`config.mk`:
```
export PLATFORM = sky130hd
export DESIGN_NAME = audio_source_scheduler_flat
export DESIGN_NICKNAME = d
export VERILOG_FILES = /design/src/rtl/hdmi_audio_pkg.sv /design/src/rtl/audio_source_scheduler_if.sv /design/src/rtl/audio_sample_fifo.sv /design/src/rtl/audio_source_scheduler.sv /design/src/flat_wrapper.sv
export SDC_FILE = /design/constraint.sdc
export NUM_CORES = 1
export LEC_CHECK = 0
export CORE_MARGIN = 2
export CORE_UTILIZATION = 35
export CTS_BUF_LIST = sky130_fd_sc_hd__clkbuf_16
export DETAILED_ROUTE_END_ITERATION = 12
export MAX_ROUTING_LAYER = met4
export PLACE_DENSITY_LB_ADDON = 0.2
export SYNTH_ARGS = -nofsm -noshare
export SYNTH_HDL_FRONTEND = slang
export SYNTH_SLANG_ARGS = --single-unit
```
`constraint.sdc`:
```
create_clock -name clk_audio -period 2.6 [get_ports clk_audio]
set_input_delay 0.52 -clock clk_audio [delete_from_list [all_inputs] [get_ports clk_audio]]
set_output_delay 0.52 -clock clk_audio [all_outputs]
set_load 0.02 [all_outputs]
```
`src/rtl/hdmi_audio_pkg.sv`:
```
`default_nettype none
// ============================================================================
//  Module  : hdmi_audio_pkg
//  Purpose : Shared types and constants for the HDMI audio source scheduler.
//            Holds the scheduler state encoding, the sample-word width
//            helper and the width of the underrun statistics counter.
//  Ports   : none (package)
//  Rev     : 1.0  initial release
// ============================================================================
package hdmi_audio_pkg;

  // Scheduler states: MUTE emits silence, PRIME fills the external FIFO
  // while still silent, RUN forwards the latched source.
  typedef enum logic [1:0] {
    MUTE  = 2'd0,
    PRIME = 2'd1,
    RUN   = 2'd2
  } sched_state_t;

  localparam int UNDERRUN_CNT_W = 16;

  // A stereo sample word is {right, left}.
  function automatic int SAMPLE_W(input int audio_bit_width);
    return 2 * audio_bit_width;
  endfunction

endpackage : hdmi_audio_pkg
`default_nettype wire

```
`src/rtl/audio_source_scheduler_if.sv`:
```
`default_nettype none
// ============================================================================
//  Module  : audio_source_scheduler_if
//  Purpose : valid/ready stream carrying external stereo sample words into
//            the audio source scheduler.
//  Ports   : s_valid  word valid         (master -> slave)
//            s_word   stereo word        (master -> slave)
//            s_ready  word accepted      (slave  -> master)
//  Rev     : 1.0  initial release
// ============================================================================
interface audio_source_scheduler_if #(
  parameter int W = 32
);

  logic         s_valid;
  logic         s_ready;
  logic [W-1:0] s_word;

  modport master (output s_valid, output s_word, input  s_ready);
  modport slave  (input  s_valid, input  s_word, output s_ready);

endinterface : audio_source_scheduler_if
`default_nettype wire

```
`src/rtl/audio_sample_fifo.sv`:
```
`default_nettype none
// ============================================================================
//  Module  : audio_sample_fifo
//  Purpose : Synchronous first-word-fall-through FIFO for stereo sample
//            words. o_pop_data always shows the oldest entry; a pop retires
//            it on the clock edge. Flush empties the FIFO and wins over push.
//  Ports   : clk_audio, reset (sync, active-high)
//            i_push/i_push_data  write side (ignored when full)
//            i_pop/o_pop_data    read side (ignored when empty)
//            i_flush             discard all content
//            o_level/o_full/o_empty  occupancy
//  Rev     : 1.0  initial release
// ============================================================================
module audio_sample_fifo #(
  parameter int WIDTH      = 32,
  parameter int DEPTH_LOG2 = 2
) (
  input  wire logic                  clk_audio,
  input  wire logic                  reset,
  input  wire logic                  i_push,
  input  wire logic [WIDTH-1:0]      i_push_data,
  input  wire logic                  i_pop,
  output logic      [WIDTH-1:0]      o_pop_data,
  input  wire logic                  i_flush,
  output logic      [DEPTH_LOG2:0]   o_level,
  output logic                       o_full,
  output logic                       o_empty
);

  localparam int                  c_depth     = 2 ** DEPTH_LOG2;
  localparam logic [DEPTH_LOG2:0] c_depth_lvl = (DEPTH_LOG2 + 1)'(c_depth);

  logic [WIDTH-1:0]      r_mem [c_depth];
  logic [DEPTH_LOG2-1:0] r_wr_ptr;
  logic [DEPTH_LOG2-1:0] r_rd_ptr;
  logic [DEPTH_LOG2:0]   r_level;

  logic w_full;
  logic w_empty;
  logic w_push;
  logic w_pop;

  assign w_full  = (r_level == c_depth_lvl);
  assign w_empty = (r_level == '0);
  assign w_push  = i_push && !w_full  && !i_flush;
  assign w_pop   = i_pop  && !w_empty && !i_flush;

  // Storage carries no reset; the pointers and level define validity.
  always_ff @(posedge clk_audio) begin
    if (w_push) begin
      r_mem[r_wr_ptr] <= i_push_data;
    end
  end

  always_ff @(posedge clk_audio) begin
    if (reset || i_flush) begin
      r_wr_ptr <= '0;
      r_rd_ptr <= '0;
      r_level  <= '0;
    end else begin
      if (w_push) begin
        r_wr_ptr <= r_wr_ptr + 1'b1;
      end
      if (w_pop) begin
        r_rd_ptr <= r_rd_ptr + 1'b1;
      end
      case ({w_push, w_pop})
        2'b10:   r_level <= r_level + 1'b1;
        2'b01:   r_level <= r_level - 1'b1;
        default: r_level <= r_level;
      endcase
    end
  end

  assign o_pop_data = r_mem[r_rd_ptr];
  assign o_level    = r_level;
  assign o_full     = w_full;
  assign o_empty    = w_empty;

endmodule : audio_sample_fifo
`default_nettype wire

```
`src/rtl/audio_source_scheduler.sv`:
```
`default_nettype none
// ============================================================================
//  Module  : audio_source_scheduler
//  Purpose : Per-sample source selection for the HDMI packet picker. Chooses
//            between a buffered external stereo stream and the internal tone
//            generator, mutes on every source change, primes the external
//            FIFO before use and keeps a saturating underrun count.
//  Ports   : clk_audio, reset     sample clock, sync active-high reset
//            sel_ext              requested source (1 = external)
//            s_if (slave)         external valid/ready word stream
//            tone_word/tone_ack   tone generator word and consume flag
//            audio_sample_word    registered output sample
//            active_ext, muted    latched source, silent-state flag
//            fifo_level           external FIFO occupancy
//            underrun_count       saturating underrun statistics
//  Rev     : 1.0  initial release
// ============================================================================
module audio_source_scheduler
  import hdmi_audio_pkg::*;
#(
  parameter int   AUDIO_BIT_WIDTH = 16,
  parameter int   FIFO_DEPTH_LOG2 = 2,
  parameter int   PREFILL         = 2,
  parameter int   MUTE_SAMPLES    = 8,
  parameter logic UNDERRUN_HOLD   = 1'b1,
  localparam int  SW              = SAMPLE_W(AUDIO_BIT_WIDTH)
) (
  input  wire logic                      clk_audio,
  input  wire logic                      reset,
  input  wire logic                      sel_ext,
  audio_source_scheduler_if.slave        s_if,
  input  wire logic [SW-1:0]             tone_word,
  output logic                           tone_ack,
  output logic      [SW-1:0]             audio_sample_word,
  output logic                           active_ext,
  output logic                           muted,
  output logic      [FIFO_DEPTH_LOG2:0]  fifo_level,
  output logic      [UNDERRUN_CNT_W-1:0] underrun_count
);

  localparam int                       c_mute_w      = (MUTE_SAMPLES > 1) ? $clog2(MUTE_SAMPLES) : 1;
  localparam logic [c_mute_w-1:0]      c_mute_reload = c_mute_w'(MUTE_SAMPLES - 1);
  localparam logic [FIFO_DEPTH_LOG2:0] c_prefill     = (FIFO_DEPTH_LOG2 + 1)'(PREFILL);

  sched_state_t              r_state;
  logic [c_mute_w-1:0]       r_mute_cnt;
  logic                      r_prefill_ok;
  logic                      r_active_ext;
  logic [SW-1:0]             r_sample;
  logic [SW-1:0]             r_last_ext;
  logic                      r_tone_ack;
  logic [UNDERRUN_CNT_W-1:0] r_underrun;

  logic                      w_change;
  logic                      w_push;
  logic                      w_pop;
  logic                      w_flush;
  logic [SW-1:0]             w_fifo_data;
  logic [FIFO_DEPTH_LOG2:0]  w_level;
  logic                      w_full;
  logic                      w_empty;

  // A request that differs from the latched source overrides everything
  // else on the next edge.
  assign w_change = (sel_ext != r_active_ext);

  // The FIFO accepts words only while an external path is being primed or
  // run; a word accepted in a change cycle is dropped by the flush.
  assign s_if.s_ready = r_active_ext && (r_state != MUTE) && !w_full;
  assign w_push       = s_if.s_valid && s_if.s_ready;
  assign w_pop        = (r_state == RUN) && r_active_ext && !w_empty && !w_change;
  assign w_flush      = w_change || (r_state == MUTE);

  audio_sample_fifo #(
    .WIDTH      (SW),
    .DEPTH_LOG2 (FIFO_DEPTH_LOG2)
  ) u_fifo (
    .clk_audio   (clk_audio),
    .reset       (reset),
    .i_push      (w_push),
    .i_push_data (s_if.s_word),
    .i_pop       (w_pop),
    .o_pop_data  (w_fifo_data),
    .i_flush     (w_flush),
    .o_level     (w_level),
    .o_full      (w_full),
    .o_empty     (w_empty)
  );

  always_ff @(posedge clk_audio) begin
    if (reset) begin
      r_state      <= MUTE;
      r_mute_cnt   <= c_mute_reload;
      r_prefill_ok <= 1'b0;
      r_active_ext <= sel_ext;
      r_sample     <= '0;
      r_last_ext   <= '0;
      r_tone_ack   <= 1'b0;
      r_underrun   <= '0;
    end else if (w_change) begin
      r_state      <= MUTE;
      r_mute_cnt   <= c_mute_reload;
      r_prefill_ok <= 1'b0;
      r_active_ext <= sel_ext;
      r_sample     <= '0;
      r_tone_ack   <= 1'b0;
    end else begin
      case (r_state)
        MUTE: begin
          r_sample     <= '0;
          r_tone_ack   <= 1'b0;
          r_prefill_ok <= 1'b0;
          if (r_mute_cnt == '0) begin
            r_state <= r_active_ext ? PRIME : RUN;
          end else begin
            r_mute_cnt <= r_mute_cnt - 1'b1;
          end
        end

        PRIME: begin
          r_sample   <= '0;
          r_tone_ack <= 1'b0;
          // The level check is registered, so RUN follows one edge after
          // the prefill threshold is observed.
          r_prefill_ok <= (w_level >= c_prefill);
          if (r_prefill_ok) begin
            r_state <= RUN;
          end
        end

        RUN: begin
          if (r_active_ext) begin
            r_tone_ack <= 1'b0;
            if (!w_empty) begin
              r_sample   <= w_fifo_data;
              r_last_ext <= w_fifo_data;
            end else begin
              // Underrun: no re-prime, just fill the slot and count it.
              r_sample <= UNDERRUN_HOLD ? r_last_ext : '0;
              if (r_underrun != '1) begin
                r_underrun <= r_underrun + 1'b1;
              end
            end
          end else begin
            r_sample   <= tone_word;
            r_tone_ack <= 1'b1;
          end
        end

        default: begin
          r_state    <= MUTE;
          r_mute_cnt <= c_mute_reload;
          r_sample   <= '0;
          r_tone_ack <= 1'b0;
        end
      endcase
    end
  end

  assign audio_sample_word = r_sample;
  assign tone_ack          = r_tone_ack;
  assign active_ext        = r_active_ext;
  assign muted             = (r_state != RUN);
  assign fifo_level        = w_level;
  assign underrun_count    = r_underrun;

endmodule : audio_source_scheduler
`default_nettype wire

```
`src/flat_wrapper.sv`:
```
// flat-port wrapper written by rule: the top's interface ports become plain ports
module audio_source_scheduler_flat import hdmi_audio_pkg::*;
#(
  parameter int   AUDIO_BIT_WIDTH = 16,
  parameter int   FIFO_DEPTH_LOG2 = 2,
  parameter int   PREFILL         = 2,
  parameter int   MUTE_SAMPLES    = 8,
  parameter logic UNDERRUN_HOLD   = 1'b1,
  localparam int  SW              = SAMPLE_W(AUDIO_BIT_WIDTH)
)
  (clk_audio, reset, sel_ext, tone_word, tone_ack, audio_sample_word, active_ext, muted, fifo_level, underrun_count, s_if_s_valid, s_if_s_word, s_if_s_ready);
  audio_source_scheduler_if #(.W((32))) s_if_i ();
  input  wire logic clk_audio;
  input  wire logic reset;
  input  wire logic sel_ext;
  input  wire logic [SW-1:0] tone_word;
  output logic tone_ack;
  output logic      [SW-1:0] audio_sample_word;
  output logic active_ext;
  output logic muted;
  output logic      [FIFO_DEPTH_LOG2:0] fifo_level;
  output logic      [UNDERRUN_CNT_W-1:0] underrun_count;
  input wire logic [$bits(s_if_i.s_valid)-1:0] s_if_s_valid;
  input wire logic [$bits(s_if_i.s_word)-1:0] s_if_s_word;
  output wire logic [$bits(s_if_i.s_ready)-1:0] s_if_s_ready;
  assign s_if_i.s_valid = s_if_s_valid;
  assign s_if_i.s_word = s_if_s_word;
  assign s_if_s_ready = s_if_i.s_ready;
  audio_source_scheduler #(.AUDIO_BIT_WIDTH(AUDIO_BIT_WIDTH), .FIFO_DEPTH_LOG2(FIFO_DEPTH_LOG2), .PREFILL(PREFILL), .MUTE_SAMPLES(MUTE_SAMPLES), .UNDERRUN_HOLD(UNDERRUN_HOLD)) u_core (.clk_audio(clk_audio), .reset(reset), .sel_ext(sel_ext), .s_if(s_if_i), .tone_word(tone_word), .tone_ack(tone_ack), .audio_sample_word(audio_sample_word), .active_ext(active_ext), .muted(muted), .fifo_level(fifo_level), .underrun_count(underrun_count));
endmodule
```
==> results.rst <==
.. list-table::
   :header-rows: 1

   * - Metric
     - Value
   * - Synthesized-area fraction occupied by ao, oa, aoi and oai cells
     - 5.58%
   * - Result of the run
     - completed
   * - Count of inserted antenna diode cells
     - 0
   * - Share of the cycle needed by the critical path after routing
     - 94.2%
   * - Initial antenna violation count
     - 1
   * - Mean cell area of the mapped netlist
     - 13.5 sq um
   * - TritonCTS sink count
     - 225
   * - FP Rows
     - 57
   * - Post-synthesis cell type count
     - 44
   * - Share of async-settable or async-resettable flops after synthesis
     - 0%
   * - Fraction of synthesized area in multiplexers
     - 12.3%
   * - Synthesized netlist cell count
     - 643
   * - Ys flop type
     - sky130_fd_sc_hd__edfxtp_1
   * - Number of clock buffers inserted by TritonCTS
     - 25
   * - Starting density of the core
     - 35.7%
   * - Area growth from synthesis to layout
     - 30.2%
   * - Height of the chip
     - 161 um
   * - Worst slew pin tran
     - 0.707 ns
   * - Synth Area in Adders
     - 1.82%
   * - Nets in the synthesized netlist
     - 723
   * - Number of enable-type register cells in the synthesized netlist
     - 129
   * - Cell area after layout
     - 11300 sq um
   * - # nets final
     - 871
   * - Largest net degree at the start of global routing
     - 33
   * - Vias per cell
     - 4.87
   * - Area occupied by multi-input gates
     - 2750 sq um
   * - Relative max-transition margin
     - 52.5%
   * - Required time of the critical path
     - 3.04 ns
   * - Synth warn
     - 0
   * - All-layer global routing usage
     - 15.5%
   * - HPWL after detailed placement
     - 12.8 mm
   * - Max-Cap Viols
     - 0
   * - Peak supply drop
     - 0.000379 V
   * - Fraction of the core area covered by cells at the end of the flow
     - 46.5%
   * - Synth Area in XOR/XNOR
     - 1.92%
   * - Total global routing overflow
     - 0
   * - Clock slew seen by the registers of the worst setup and hold paths
     - 0.06 ns
   * - Endpoints failing setup
     - 0
   * - Post-route minimum period
     - 2.45 ns
   * - Detailed Route WL
     - 19.6 mm
   * - Core Area
     - 24300 sq um
   * - Cell area after placement
     - 10500 sq um
   * - Htree depth
     - 1
   * - LEAKAGE
     - 3.55 nW
   * - Count of buffers inserted at the top-level ports
     - 122
   * - Fill cells
     - 2182
   * - Vias after detailed routing
     - 5521
   * - Highest attainable clock frequency
     - 0.408 GHz
   * - Unrepaired setup endpoints after global routing
     - false
   * - Routed length per placed instance
     - 17.3 um
   * - CTS tree
     - built
   * - Starting DRC count in detailed routing
     - 307
   * - DIE WIDTH
     - 161 um
   * - Hold violation count in the final report
     - 0
   * - Number of storage elements in the synthesis netlist
     - 225
   * - Worst hold slack across all endpoints
     - 0.452 ns
   * - Global-route wire length before repair
     - 31.0 mm
   * - Antenna-violating nets left
     - 0
   * - Critical-path maximum fanout
     - 7
   * - Class of the tightest hold or removal check
     - flop to flop
   * - Capturing element type of the critical path
     - flop
   * - Clock root buffer
     - sky130_fd_sc_hd__clkbuf_16
   * - Crit Path Class
     - flop to flop
   * - Synth Area in Simple Gates
     - 9.29%
   * - Critical path launch point type
     - flop
   * - Layout cell share with drive strength beyond 1
     - 14.9%
   * - Power after layout
     - 7.18 mW
   * - Dominant combinational cell family by area after synthesis
     - multiplexers
   * - Number of DRC violations after detailed routing
     - 0
   * - Worst-Skew Late Latency
     - 0.52 ns
   * - IO Pins
     - 123
   * - Combined flip-flop and latch cell area
     - 5800 sq um
   * - Power per cell area
     - 636 nW/um^2
   * - Highest-count cells in the layout ignoring fill and taps
     - sky130_fd_sc_hd__edfxtp_1 (129), sky130_fd_sc_hd__clkdlybuf4s50_1 (119), sky130_fd_sc_hd__nand2_1 (109)
   * - Via count of the first global-routing pass
     - 5786
   * - Sequential-to-total area share from yosys stat
     - 66.8%
   * - Clk_skew
     - 0.00581 ns
   * - Most common cell after layout, fill and taps aside
     - sky130_fd_sc_hd__edfxtp_1
   * - Number of pins exceeding their max-slew limit in the final report
     - 0
   * - 1st-pass router iterations
     - 4
   * - Routability congestion estimate
     - 0.770
   * - Data arrival time of the worst path
     - 2.89 ns
   * - Summed instance area of the synthesized netlist
     - 8680 sq um
   * - CTS Buffer Depth
     - 3
   * - Full die area
     - 26100 sq um
==> area by class of cell <==
cell class / count / share of cell area, %
Sequential cell: 225 / 51.3
Timing Repair Buffer: 154 / 13.5
Clock inverter: 21 / 1.20
Inverter: 16 / 0.532
Multi-Input combinational cell: 369 / 24.3
Tap cell: 324 / 3.59
Clock buffer: 25 / 5.54
==> final timing paths <==
path | from | end | slack [ns] | cells after the start
hold / removal | u_core.r_last_ext[29]$_SDFFE_PP0P_ | u_core.r_last_ext[29]$_SDFFE_PP0P_ | 0.45 | 2
setup / recovery | u_core.active_ext$_DFFE_PP_ | u_core.u_fifo.o_level[2]$_SDFFE_PP0P_ | 0.15 | 11
hold reg to reg | u_core.r_last_ext[29]$_SDFFE_PP0P_ | u_core.r_last_ext[29]$_SDFFE_PP0P_ | 0.45 | 2
setup reg to reg | u_core.active_ext$_DFFE_PP_ | u_core.u_fifo.o_level[2]$_SDFFE_PP0P_ | 0.15 | 11
==> where the power goes <==
part / switching, mW / internal (mW) / total [mW]
registers: 0.00429 / 3.76 / 3.77
logic: 0.0724 / 0.106 / 0.179
clock network: 1.38 / 1.85 / 3.24
total: 1.46 / 5.72 / 7.18
==> cells in the mapped netlist (2+ instances only) <==
library cell	count	area, sq um
sky130_fd_sc_hd__xor2_1	5	43.8
sky130_fd_sc_hd__buf_2	9	45.0
sky130_fd_sc_hd__mux4_2	32	721
sky130_fd_sc_hd__edfxtp_1	129	3870
sky130_fd_sc_hd__mux2i_1	35	350
sky130_fd_sc_hd__nor3b_1	2	15.0
sky130_fd_sc_hd__a211oi_1	4	30.0
sky130_fd_sc_hd__inv_1	16	60.1
sky130_fd_sc_hd__or3_1	6	37.5
sky130_fd_sc_hd__nand3_2	2	20.0
sky130_fd_sc_hd__clkbuf_1	21	78.8
sky130_fd_sc_hd__ha_1	11	138
sky130_fd_sc_hd__dfxtp_1	96	1920
sky130_fd_sc_hd__o211ai_1	2	15.0
sky130_fd_sc_hd__nor4_1	3	18.8
sky130_fd_sc_hd__nand4_1	3	18.8
sky130_fd_sc_hd__and3_1	2	12.5
sky130_fd_sc_hd__o21ai_0	35	175
sky130_fd_sc_hd__nor2_1	29	109
sky130_fd_sc_hd__a21oi_1	40	200
sky130_fd_sc_hd__nor3_1	4	20.0
sky130_fd_sc_hd__nand2b_1	3	18.8
sky130_fd_sc_hd__nand3_1	4	20.0
sky130_fd_sc_hd__nand2_1	110	413
sky130_fd_sc_hd__xnor2_1	14	123
sky130_fd_sc_hd__o21ai_1	3	15.0
sky130_fd_sc_hd__and2_1	4	25.0
sky130_fd_sc_hd__buf_1	3	11.3
==> critical path, cell delays in order (launching register included) <==
cell                       delay, ns
sky130_fd_sc_hd__edfxtp_1       0.51
sky130_fd_sc_hd__buf_4          0.21
sky130_fd_sc_hd__inv_1          0.09
sky130_fd_sc_hd__a311oi_4       0.05
sky130_fd_sc_hd__and3_1         0.22
sky130_fd_sc_hd__inv_1          0.06
sky130_fd_sc_hd__ha_2           0.18
sky130_fd_sc_hd__inv_1          0.05
sky130_fd_sc_hd__fa_1           0.37
sky130_fd_sc_hd__xor2_1         0.16
sky130_fd_sc_hd__or3_1          0.31
sky130_fd_sc_hd__a21oi_1        0.16
==> kinds of logic (layout without fill, tap and decap cells) <==
family | count (synthesis) | in the layout
compound gates | 90 | 90
buf+inv | 49 | 216
xor+xnor | 19 | 19
simple gates | 181 | 181
mux | 67 | 67
fa+ha+maj | 12 | 12
flops | 225 | 225
==> registers in the layout, summed over array words and instances, names as in the netlist, named ones only <==
signal and count:
u_core.tone_ack 1, u_core.r_prefill_ok 1, u_core.audio_sample_word 32, u_core.r_state 2, u_core.r_mute_cnt 3, u_core.u_fifo.o_level 3, u_core.underrun_count 16, u_core.r_last_ext 32
u_core.u_fifo.r_mem 128, u_core.u_fifo.r_wr_ptr 2, u_core.u_fifo.r_rd_ptr 2, u_core.active_ext 1
==> routing by layer <==
| layer | up-vias | routed length (um) | track usage [%] |
|---|---|---|---|
| met5 | - | 0 | - |
| met4 | 0 | 316 | 3.53 |
| met3 | 36 | 1040 | 3.26 |
| met2 | 148 | 9980 | 27.0 |
| met1 | 2707 | 8300 | 18.6 |
| li1 | 2630 | - | - |
==> timing repair <==
action	in CTS	in global routing
setup endpoints to repair	2	1
buffers inserted	0	1
pin swaps	0	1
hold buffers	0	0
resized for setup	2	6
==> metrics by stage <==
| step | setup WS, ns | cells | TNS, ns |
|---|---|---|---|
| global route | 0.0105 | 1134 | 0 |
| finish | 0.152 | 1134 | 0 |
| floorplan | 0.0212 | 643 | 0 |
| CTS | 0.0791 | 1133 | 0 |
| detailed placement | -0.312 | 1087 | -0.335 |
| global placement | -0.192 | 1087 | -0.192 |
Power figures use the tool's default switching activity.
